## config.mk

```make
export PLATFORM = sky130hd
export DESIGN_NAME = bloom_lut_ctrl
export DESIGN_NICKNAME = d
export VERILOG_FILES = /design/src/rtl/bloom_ctrl_pkg.sv /design/src/rtl/bloom_lut_ctrl.sv
export SDC_FILE = /design/constraint.sdc
export NUM_CORES = 1
export LEC_CHECK = 0
export ABC_AREA = 1
export CORE_MARGIN = 4
export CORE_UTILIZATION = 52
export CTS_CLUSTER_DIAMETER = 200
export DETAILED_ROUTE_END_ITERATION = 12
export PLACE_DENSITY = 0.83
export SLEW_MARGIN = 20
export SYNTH_ARGS = -nofsm -noshare
export SYNTH_HDL_FRONTEND = slang
export SYNTH_SLANG_ARGS = --single-unit
```

## constraint.sdc

```tcl
create_clock -name main_clk_i -period 2.78 [get_ports main_clk_i]
set_input_delay 0.278 -clock main_clk_i [delete_from_list [all_inputs] [get_ports main_clk_i]]
set_output_delay 0.278 -clock main_clk_i [all_outputs]
set_load 0.005 [all_outputs]
```

## src/rtl/bloom_ctrl_pkg.sv

```systemverilog
// Shared definitions for the bloom filter LUT/CSR write controller.
//   CSR_CTRL_ADDR    : filter control register address
//   CSR_CTRL_EN      : control value that enables the filter
//   lut_ctrl_state_t : controller FSM states
package bloom_ctrl_pkg;

  localparam logic [11:0] CSR_CTRL_ADDR = 12'h000;
  localparam logic [15:0] CSR_CTRL_EN   = 16'h0001;

  typedef enum logic [2:0] {
    IDLE    = 3'd0,
    DIS_CSR = 3'd1,
    DRAIN   = 3'd2,
    CLEAR   = 3'd3,
    EN_CSR  = 3'd4
  } lut_ctrl_state_t;

endpackage

```

## src/rtl/bloom_lut_ctrl.sv

```systemverilog
// Owner of the bloom filter LUT write port and CSR write path. Host LUT
// writes pass through with one cycle of latency while idle; a clear request
// disables the filter, drains the pipeline, zeroes every LUT entry and then
// re-enables the filter.
// Ports:
//   main_clk_i / main_rst_n_i     : clock, asynchronous active-low reset
//   host_lut_*                    : host write requester (waitrequest stalls it)
//   clear_i                       : single-cycle clear request
//   lut_*_o                       : filter LUT write port
//   csr_*_o                       : filter CSR write port
//   busy_o / clear_done_o         : clear in progress / end-of-clear pulse
module bloom_lut_ctrl
  import bloom_ctrl_pkg::*;
#(
  parameter int AMM_LUT_ADDR_W = 32,
  parameter int AMM_LUT_DATA_W = 8,
  parameter int AMM_CSR_ADDR_W = 12,
  parameter int AMM_CSR_DATA_W = 16,
  parameter int HASHES_CNT     = 6,
  parameter int HASH_W         = 13,
  parameter int DRAIN_CYCLES   = 16
) (
  input  logic                      main_clk_i,
  input  logic                      main_rst_n_i,
  input  logic [AMM_LUT_ADDR_W-1:0] host_lut_address_i,
  input  logic                      host_lut_write_i,
  input  logic [AMM_LUT_DATA_W-1:0] host_lut_writedata_i,
  output logic                      host_lut_waitrequest_o,
  input  logic                      clear_i,
  output logic [AMM_LUT_ADDR_W-1:0] lut_address_o,
  output logic                      lut_write_o,
  output logic [AMM_LUT_DATA_W-1:0] lut_writedata_o,
  output logic [AMM_CSR_ADDR_W-1:0] csr_address_o,
  output logic                      csr_write_o,
  output logic [AMM_CSR_DATA_W-1:0] csr_writedata_o,
  output logic                      busy_o,
  output logic                      clear_done_o
);

  localparam int DRAIN_W = (DRAIN_CYCLES > 1) ? $clog2(DRAIN_CYCLES) : 1;
  // Flat packing: table * 2^HASH_W + entry, so the last entry is N-1.
  localparam logic [AMM_LUT_ADDR_W-1:0] N_ENTRIES = AMM_LUT_ADDR_W'(HASHES_CNT) << HASH_W;

  lut_ctrl_state_t             state_r, nxt_state_s;
  logic [DRAIN_W-1:0]          drain_cnt_r, nxt_drain_cnt_s;
  // Holds the next address to write; reaching N_ENTRIES means all are done.
  logic [AMM_LUT_ADDR_W-1:0]   addr_cnt_r, nxt_addr_cnt_s;

  logic                        nxt_lut_write_s;
  logic [AMM_LUT_ADDR_W-1:0]   nxt_lut_address_s;
  logic [AMM_LUT_DATA_W-1:0]   nxt_lut_writedata_s;
  logic                        nxt_csr_write_s;
  logic [AMM_CSR_ADDR_W-1:0]   nxt_csr_address_s;
  logic [AMM_CSR_DATA_W-1:0]   nxt_csr_writedata_s;
  logic                        nxt_clear_done_s;

  // The clear wins a same-cycle collision, so the request itself stalls the host.
  assign host_lut_waitrequest_o = (state_r != IDLE) | clear_i;

  // Next-state and next-output decode; outputs are registered one cycle later.
  always_comb begin
    nxt_state_s         = state_r;
    nxt_drain_cnt_s     = drain_cnt_r;
    nxt_addr_cnt_s      = addr_cnt_r;
    nxt_lut_write_s     = 1'b0;
    nxt_lut_address_s   = '0;
    nxt_lut_writedata_s = '0;
    nxt_csr_write_s     = 1'b0;
    nxt_csr_address_s   = '0;
    nxt_csr_writedata_s = '0;
    nxt_clear_done_s    = 1'b0;
    case (state_r)
      IDLE: begin
        if (clear_i) begin
          nxt_state_s         = DIS_CSR;
          nxt_csr_write_s     = 1'b1;
          nxt_csr_address_s   = AMM_CSR_ADDR_W'(CSR_CTRL_ADDR);
          nxt_csr_writedata_s = '0;
        end else begin
          nxt_lut_write_s     = host_lut_write_i;
          nxt_lut_address_s   = host_lut_address_i;
          nxt_lut_writedata_s = host_lut_writedata_i;
        end
      end
      DIS_CSR: begin
        nxt_state_s     = DRAIN;
        nxt_drain_cnt_s = DRAIN_W'(DRAIN_CYCLES - 1);
        nxt_addr_cnt_s  = '0;
      end
      DRAIN: begin
        if (drain_cnt_r == '0) begin
          // The first clear write leaves together with the move into CLEAR.
          nxt_state_s       = CLEAR;
          nxt_lut_write_s   = 1'b1;
          nxt_lut_address_s = addr_cnt_r;
          nxt_addr_cnt_s    = addr_cnt_r + AMM_LUT_ADDR_W'(1);
        end else begin
          nxt_drain_cnt_s = drain_cnt_r - DRAIN_W'(1);
        end
      end
      CLEAR: begin
        if (addr_cnt_r == N_ENTRIES) begin
          nxt_state_s         = EN_CSR;
          nxt_addr_cnt_s      = '0;
          nxt_csr_write_s     = 1'b1;
          nxt_csr_address_s   = AMM_CSR_ADDR_W'(CSR_CTRL_ADDR);
          nxt_csr_writedata_s = AMM_CSR_DATA_W'(CSR_CTRL_EN);
          nxt_clear_done_s    = 1'b1;
        end else begin
          nxt_lut_write_s   = 1'b1;
          nxt_lut_address_s = addr_cnt_r;
          nxt_addr_cnt_s    = addr_cnt_r + AMM_LUT_ADDR_W'(1);
        end
      end
      EN_CSR: begin
        nxt_state_s = IDLE;
      end
      default: begin
        nxt_state_s = IDLE;
      end
    endcase
  end

  // State, counters and registered outputs.
  always_ff @(posedge main_clk_i or negedge main_rst_n_i) begin
    if (!main_rst_n_i) begin
      state_r         <= IDLE;
      drain_cnt_r     <= '0;
      addr_cnt_r      <= '0;
      lut_write_o     <= 1'b0;
      lut_address_o   <= '0;
      lut_writedata_o <= '0;
      csr_write_o     <= 1'b0;
      csr_address_o   <= '0;
      csr_writedata_o <= '0;
      busy_o          <= 1'b0;
      clear_done_o    <= 1'b0;
    end else begin
      state_r         <= nxt_state_s;
      drain_cnt_r     <= nxt_drain_cnt_s;
      addr_cnt_r      <= nxt_addr_cnt_s;
      lut_write_o     <= nxt_lut_write_s;
      lut_address_o   <= nxt_lut_address_s;
      lut_writedata_o <= nxt_lut_writedata_s;
      csr_write_o     <= nxt_csr_write_s;
      csr_address_o   <= nxt_csr_address_s;
      csr_writedata_o <= nxt_csr_writedata_s;
      busy_o          <= (nxt_state_s != IDLE);
      clear_done_o    <= nxt_clear_done_s;
    end
  end

endmodule

```

==> results of run 1 <==
cells in the final DEF, fill, tap and decap left out, types with 2 or more instances in the layout:
cell type and n:
nand4_1 10, nand3_1 28, nor2_1 91, conb_1 27
inv_1 47, a31oi_1 2, clkbuf_8 9, nand3b_1 2
clkdlybuf4s50_1 88, clkinv_4 2, a21oi_1 5, o2111ai_1 3
dfrtp_1 83, inv_2 3, nand2_1 174, nor2_4 4
nand2_2 4, xor2_1 12, ha_1 4, nor2_2 5
nand2_4 4, o21ai_0 12, nor3_1 5, bufinv_16 3
worst max path at each step:
stage	startpoint	to	slack, ns	cells past startpoint
finish	state_r[0]$_DFF_PN0_	host_lut_waitrequest_o	0.57	5
global route	state_r[0]$_DFF_PN0_	host_lut_waitrequest_o	0.42	5
CTS	state_r[0]$_DFF_PN0_	host_lut_waitrequest_o	0.55	5
detailed placement	drain_cnt_r[0]$_DFFE_PN0P_	addr_cnt_r[22]$_DFFE_PN0P_	0.75	11
global placement	drain_cnt_r[0]$_DFFE_PN0P_	addr_cnt_r[22]$_DFFE_PN0P_	0.88	11
floorplan	drain_cnt_r[0]$_DFFE_PN0P_	addr_cnt_r[31]$_DFFE_PN0P_	1.18	12
routing by layer:
| metal | part of all wire | GRT usage | wire (um) | vias up |
|---|---|---|---|---|
| met5 | 0 | 0 | 0 | - |
| met4 | 0.023 | 0.0882 | 235 | 0 |
| met3 | 0.065 | 0.0396 | 675 | 28 |
| met2 | 0.49 | 0.376 | 5120 | 175 |
| met1 | 0.42 | 0.278 | 4370 | 1747 |
| li1 | - | - | - | 1808 |
flip-flops by register name, summed over array words and instances, names as in the netlist:
register / flops
csr_write_o: 1
lut_writedata_o: 8
busy_o: 1
csr_writedata_o: 1
lut_address_o: 32
addr_cnt_r: 32
state_r: 3
drain_cnt_r: 4
lut_write_o: 1
where the power goes:
group / internal (mW) / switching [mW] / leakage (nW) / total (mW)
Combinational: 0.0531 / 0.0417 / 1.41 / 0.0948
Clock: 0.606 / 0.466 / 0.126 / 1.07
Sequential: 1.21 / 0 / 1.13 / 1.21
cell type report:
class / instances / area (um^2) / area share
clock inverter: 7 / 124 / 0.0231
tap: 102 / 128 / 0.0238
timing repair buffer: 90 / 900 / 0.168
inverter: 52 / 200 / 0.0373
clock buffer: 9 / 124 / 0.0231
multi-input combinational: 398 / 1810 / 0.338
sequential: 83 / 2080 / 0.387
logic make-up (layout without fill, tap and decap cells):
kind of cell,after synthesis,count (layout),share of synthesized area
DFF,83,83,0.485
adders and majority gates,4,4,0.0117
buffers and inverters,90,158,0.115
and+or+nand+nor,329,329,0.327
xor gates and xnor gates,13,13,0.0266
other,1,27,0.000875
AOI/OAI and AO/OA,25,25,0.0342
stage by stage:
stage,area (um^2),worst slack (ns),cells
finish,5360,0.568,741
global route,5360,0.417,741
CTS,5360,0.547,741
detailed placement,5110,0.746,725
global placement,5110,0.881,725
floorplan,4380,1.18,571
==> flow_summary_export.csv, run 1 <==
group,metric,value,unit
clocking,cts_root_buffer,"clkbuf_8",
global_route,first_global_vias,3774,
pwr,p_leak,2.66,nW
worst_hold_path,min_path_type,"in -> async",
placement,gp_congestion,0.942,
worst_setup_path,r2r-end,"addr_cnt_r[23]$_DFFE_PN0P_",
job,maxCapViolCount,0,
layout,layout.nets,682,
logic_synthesis,synth.top_cell.area_share,0.485,
clocking,clk_pin_slew_worst_paths,0.09,ns
run_status,failed_checks,"hold timing",
global_route,track_usage,0.221,
layout,area_growth,25.2,%
route,wl,10400,um
placement,port_buffers,89,
clocking,postCtsSetupRepairBufs,0,
clocking,clock_sinks,83,
floorplan,start_util,0.543,
logic_synthesis,synthArstFlopShare,1.00,
logic_synthesis,syn_area,0.00428,mm^2
sta,worstMarginPinSlew,0.743,ns
logic_synthesis,yosys_most_used_dff,"dfrtp_1",
worst_setup_path,critPathBufInv,3,
worst_setup_path,timing.rr.start,"drain_cnt_r[0]$_DFFE_PN0P_",
worst_setup_path,cp_cell_sequence,"inv_1 > nand2_1 > nor2_2 > clkinv_1 > clkdlybuf4s50_1",
layout,fin_util,0.680,
global_route,antenna_found_initial,0,
floorplan,die_h,98.8,um
route,postRouteAntennaNets,0,
layout,antenna_cells,0,
route,drt-pass1-iter-count,4,
worst_setup_path,rr_worst_depth,10,
logic_synthesis,synth_cells,545,
sta,hold_viol_final,81,
clocking,h-tree-depth,3,
worst_setup_path,r2r_slack,0.61,ns
pwr,ir_worst_vdd,0.230,mV
route,vias,3758,
worst_setup_path,end_kind,"output port",
route,drt-initial-drc-count,144,
sta,min_period,2.21,ns
route,vias_per_cell,5.07,
placement,hpwl,7170,um
sta,rsz0062_at_grt,"no",
floorplan,num_rows,32,
worst_setup_path,cp_top_family,"buffers and inverters",
worst_setup_path,cp.arrival,1.93,ns
sta,max_freq,452,MHz
logic_synthesis,ys_warn_count,0,
clocking,cts_hold_buf,0,
worst_setup_path,path_class,"reg -> out",
run_status,outcome,"finished, violations left",
layout,fillers,644,
logic_synthesis,ys_top_cells_by_area,"dfrtp_1 48%, nand2_1 15%, nor2_1 8.0%, buf_4 5.3%, inv_1 4.1%",
pwr,cellPowerDensity,442,mW/mm^2
sta,clock_skew,0.00949,ns
clocking,clockBufferDepth,2,
layout,final_layout_size_suffix_gt1_frac,0.0626,
worst_setup_path,start_kind,"register",
floorplan,die_x,98.8,um
sta,tns,0,ns
route,wl_per_cell,14.0,um
worst_setup_path,cp_max_fo,9,
logic_synthesis,synth_area_leader_cell,"dfrtp_1",
global_route,grt_max_degree,84,
logic_synthesis,synth_most_common_cell,"nand2_1",
logic_synthesis,synth-edff-count,0,
sta,setup_violations,0,
clocking,cts_buffers,9,
sta,drv_slew,0,
logic_synthesis,ys_top_cells_by_count,"174 x nand2_1, 91 x nor2_1, 83 x dfrtp_1",
clocking,cts_tree,"yes",
pwr,total_power,2.37,mW
floorplan,die_area,0.00975,mm^2
logic_synthesis,syn_area_per_cell,7.86,um^2
worst_setup_path,crit_path_top_delay_cell,"clkdlybuf4s50_1",
route,drc,0,
floorplan,floorplan.io_pins,117,
worst_setup_path,slowest_delay,0.51,ns
global_route,grt_pass1_wl,17600,um
sta,hold-worst-slack,-0.0485,ns
logic_synthesis,ys_ff_latch,83,
floorplan,coreArea,0.00789,mm^2
sta,slew_headroom,0.505,
worst_setup_path,worst_ep_required_time,2.50,ns
global_route,gr-total-overflow,0,
logic_synthesis,yosys.cell_types.count,31,
logic_synthesis,ys_seq_area_frac,0.485,
clocking,cts_resized,0,
clocking,clkLatencyLatePin,0.36,ns
sta,fin_crit_sh,0.796,
Power figures use the tool's default switching activity.
==> inputs of run 2 (changes only) <==
- CORE_UTILIZATION: 52 -> 44
- PLACE_DENSITY: 0.83 -> 0.75
- clock period: 2.78 -> 1.96 ns (I/O delays scaled with it)
==> flow_summary_export.csv, run 2 (synthesis results as in run 1) <==
group,metric,value,unit
run_status,outcome,"finished, final reports clean",
placement,gp_congestion,0.878,
clocking,clock_sinks,83,
layout,top_regs,"addr_cnt_r: 32 flops, lut_address_o: 32 flops, lut_writedata_o: 8 flops",
clocking,clockBufferDepth,2,
floorplan,num_rows,35,
worst_setup_path,cp_max_fo,4,
global_route,gr-total-overflow,0,
route,vias_per_cell,4.78,
sta,hold-worst-slack,0.338,ns
clocking,cts_tree,"yes",
global_route,grt_util_met3,0.0361,
worst_setup_path,path_class,"reg -> out",
sta,worstMarginPinSlew,0.530,ns
worst_setup_path,crit_path_top_delay_cell,"clkdlybuf4s50_1",
pwr,ir_worst_vdd,0.402,mV
clocking,h-tree-depth,3,
route,drc,0,
clocking,cts_root_buffer,"clkbuf_8",
worst_setup_path,end_kind,"output port",
sta,drv_slew,0,
worst_hold_path,min_path_type,"in -> async",
global_route,met1_usage,0.250,
placement,port_buffers,89,
placement,hpwl,7710,um
layout,layout.nets,698,
floorplan,die_h,107,um
layout,final_layout_size_suffix_gt1_frac,0.0870,
sta,min_period,1.87,ns
worst_setup_path,slowest_delay,0.45,ns
route,drt-initial-drc-count,209,
sta,hold_viol_final,0,
layout,final_cell_mix,"174 x nand2_1, 90 x nor2_1, 88 x clkdlybuf4s50_1, 83 x dfrtp_1, 46 x inv_1",
global_route,grt_max_degree,39,
layout,final_common_cell,"nand2_1",
global_route,first_global_vias,3680,
layout,area_growth,30.0,%
worst_setup_path,startpoint,"state_r[1]$_DFF_PN0_",
job,maxCapViolCount,0,
global_route,globalRoute.busiestLayer,"met2",
pwr,p_leak,2.76,nW
global_route,grt_pass1_wl,17600,um
route,vias,3750,
worst_setup_path,worst_ep_required_time,1.76,ns
sta,fin_ws,0.0908,ns
floorplan,coreArea,0.00937,mm^2
floorplan,floorplan.io_pins,117,
floorplan,die_x,107,um
global_route,antenna_found_initial,0,
worst_setup_path,start_kind,"register",
sta,setup_violations,0,
worst_setup_path,cp_cell_sequence,"nor2_1 > nand2_1 > nor2_2 > clkinv_1 > clkdlybuf4s50_1",
route,wl_per_cell,13.5,um
clocking,clkLatencyLatePin,0.37,ns
placement,place_ws,0.0319,ns
floorplan,die_area,0.0114,mm^2
floorplan,start_util,0.457,
route,drt-pass1-iter-count,4,
worst_setup_path,timing.rr.start,"addr_cnt_r[0]$_DFFE_PN0P_",
layout,fillers,887,
layout,antenna_cells,0,
pwr,cellPowerDensity,615,mW/mm^2
sta,fin_crit_sh,0.954,
route,wl,10600,um
clocking,clk_pin_slew_worst_paths,0.09,ns
route,postRouteAntennaNets,0,
clocking,cts_buffers,9,
global_route,grtUsageMet2,0.322,
layout,fin_util,0.594,
sta,clock_skew,0.00991,ns
global_route,track_usage,0.192,
pwr,total_power,3.42,mW
sta,max_freq,535,MHz
sta,slew_headroom,0.647,
worst_setup_path,cp.arrival,1.67,ns
==> run 2: changes by cell type in the layout (fill, tap and decap cells not counted), sizes merged <==
cell,previous run,this run
clkbuf,9,10
inv,52,53
buf,2,17
clkinv,4,2
dlygate4sd3,0,1
==> run 2: final cells by class <==
type,instances,area (um^2),area share
timing repair buffer,106,1030,0.185
clock inverter,6,119,0.0213
clock buffer,10,138,0.0247
sequential,83,2080,0.373
multi-input combinational,398,1840,0.331
inverter,52,200,0.0360
tap,129,161,0.0290
==> run 2: worst paths after layout <==
kind | endpoint | slack, ns | cells past startpoint
max in group asynchronous | addr_cnt_r[16]$_DFFE_PN0P_ | 1.02 | 3
max | host_lut_waitrequest_o | 0.09 | 5
max reg2reg | addr_cnt_r[19]$_DFFE_PN0P_ | 0.15 | 11
min | lut_address_o[10]$_DFF_PN0_ | 0.34 | 2
min in group main_clk_i | lut_writedata_o[4]$_DFF_PN0_ | 0.34 | 3
min reg2reg | drain_cnt_r[2]$_DFFE_PN0P_ | 0.50 | 1
==> run 2: layer usage <==
metal  up-vias  part of all wire
met5         -                 0
met4         0             0.016
met3        14             0.088
met2       153              0.48
met1      1740              0.42
li1       1843                 -
==> run 2: repair_timing <==
| item | in CTS | in global routing |
|---|---|---|
| endpoints found under the setup margin | 0 | 59 |
| gates resized for setup | 0 | 6 |
| buffers inserted | 0 | 0 |
| endpoints found under the hold margin | 36 | 0 |
| hold buffers | 1 | 0 |
==> run 2: critical path, delay by kind of cell, from the launching register on <==
kind	cells	cell delay, ns
buf+inv	2	0.54
flops	1	0.44
simple gates	3	0.33
==> run 2: report_power, final <==
group / leakage (nW) / internal [mW] / switching (mW)
clock network: 0.129 / 0.899 / 0.668
logic: 1.50 / 0.0814 / 0.0626
registers: 1.13 / 1.71 / 0
==> run 2: per-stage QoR <==
| stage | area (um^2) | TNS [ns] | cells |
|---|---|---|---|
| finish | 5570 | 0 | 784 |
| global route | 5570 | -0.0186 | 784 |
| CTS | 5540 | 0 | 784 |
| detailed placement | 5270 | 0 | 767 |
| global placement | 5270 | 0 | 767 |
| floorplan | 4380 | 0 | 571 |
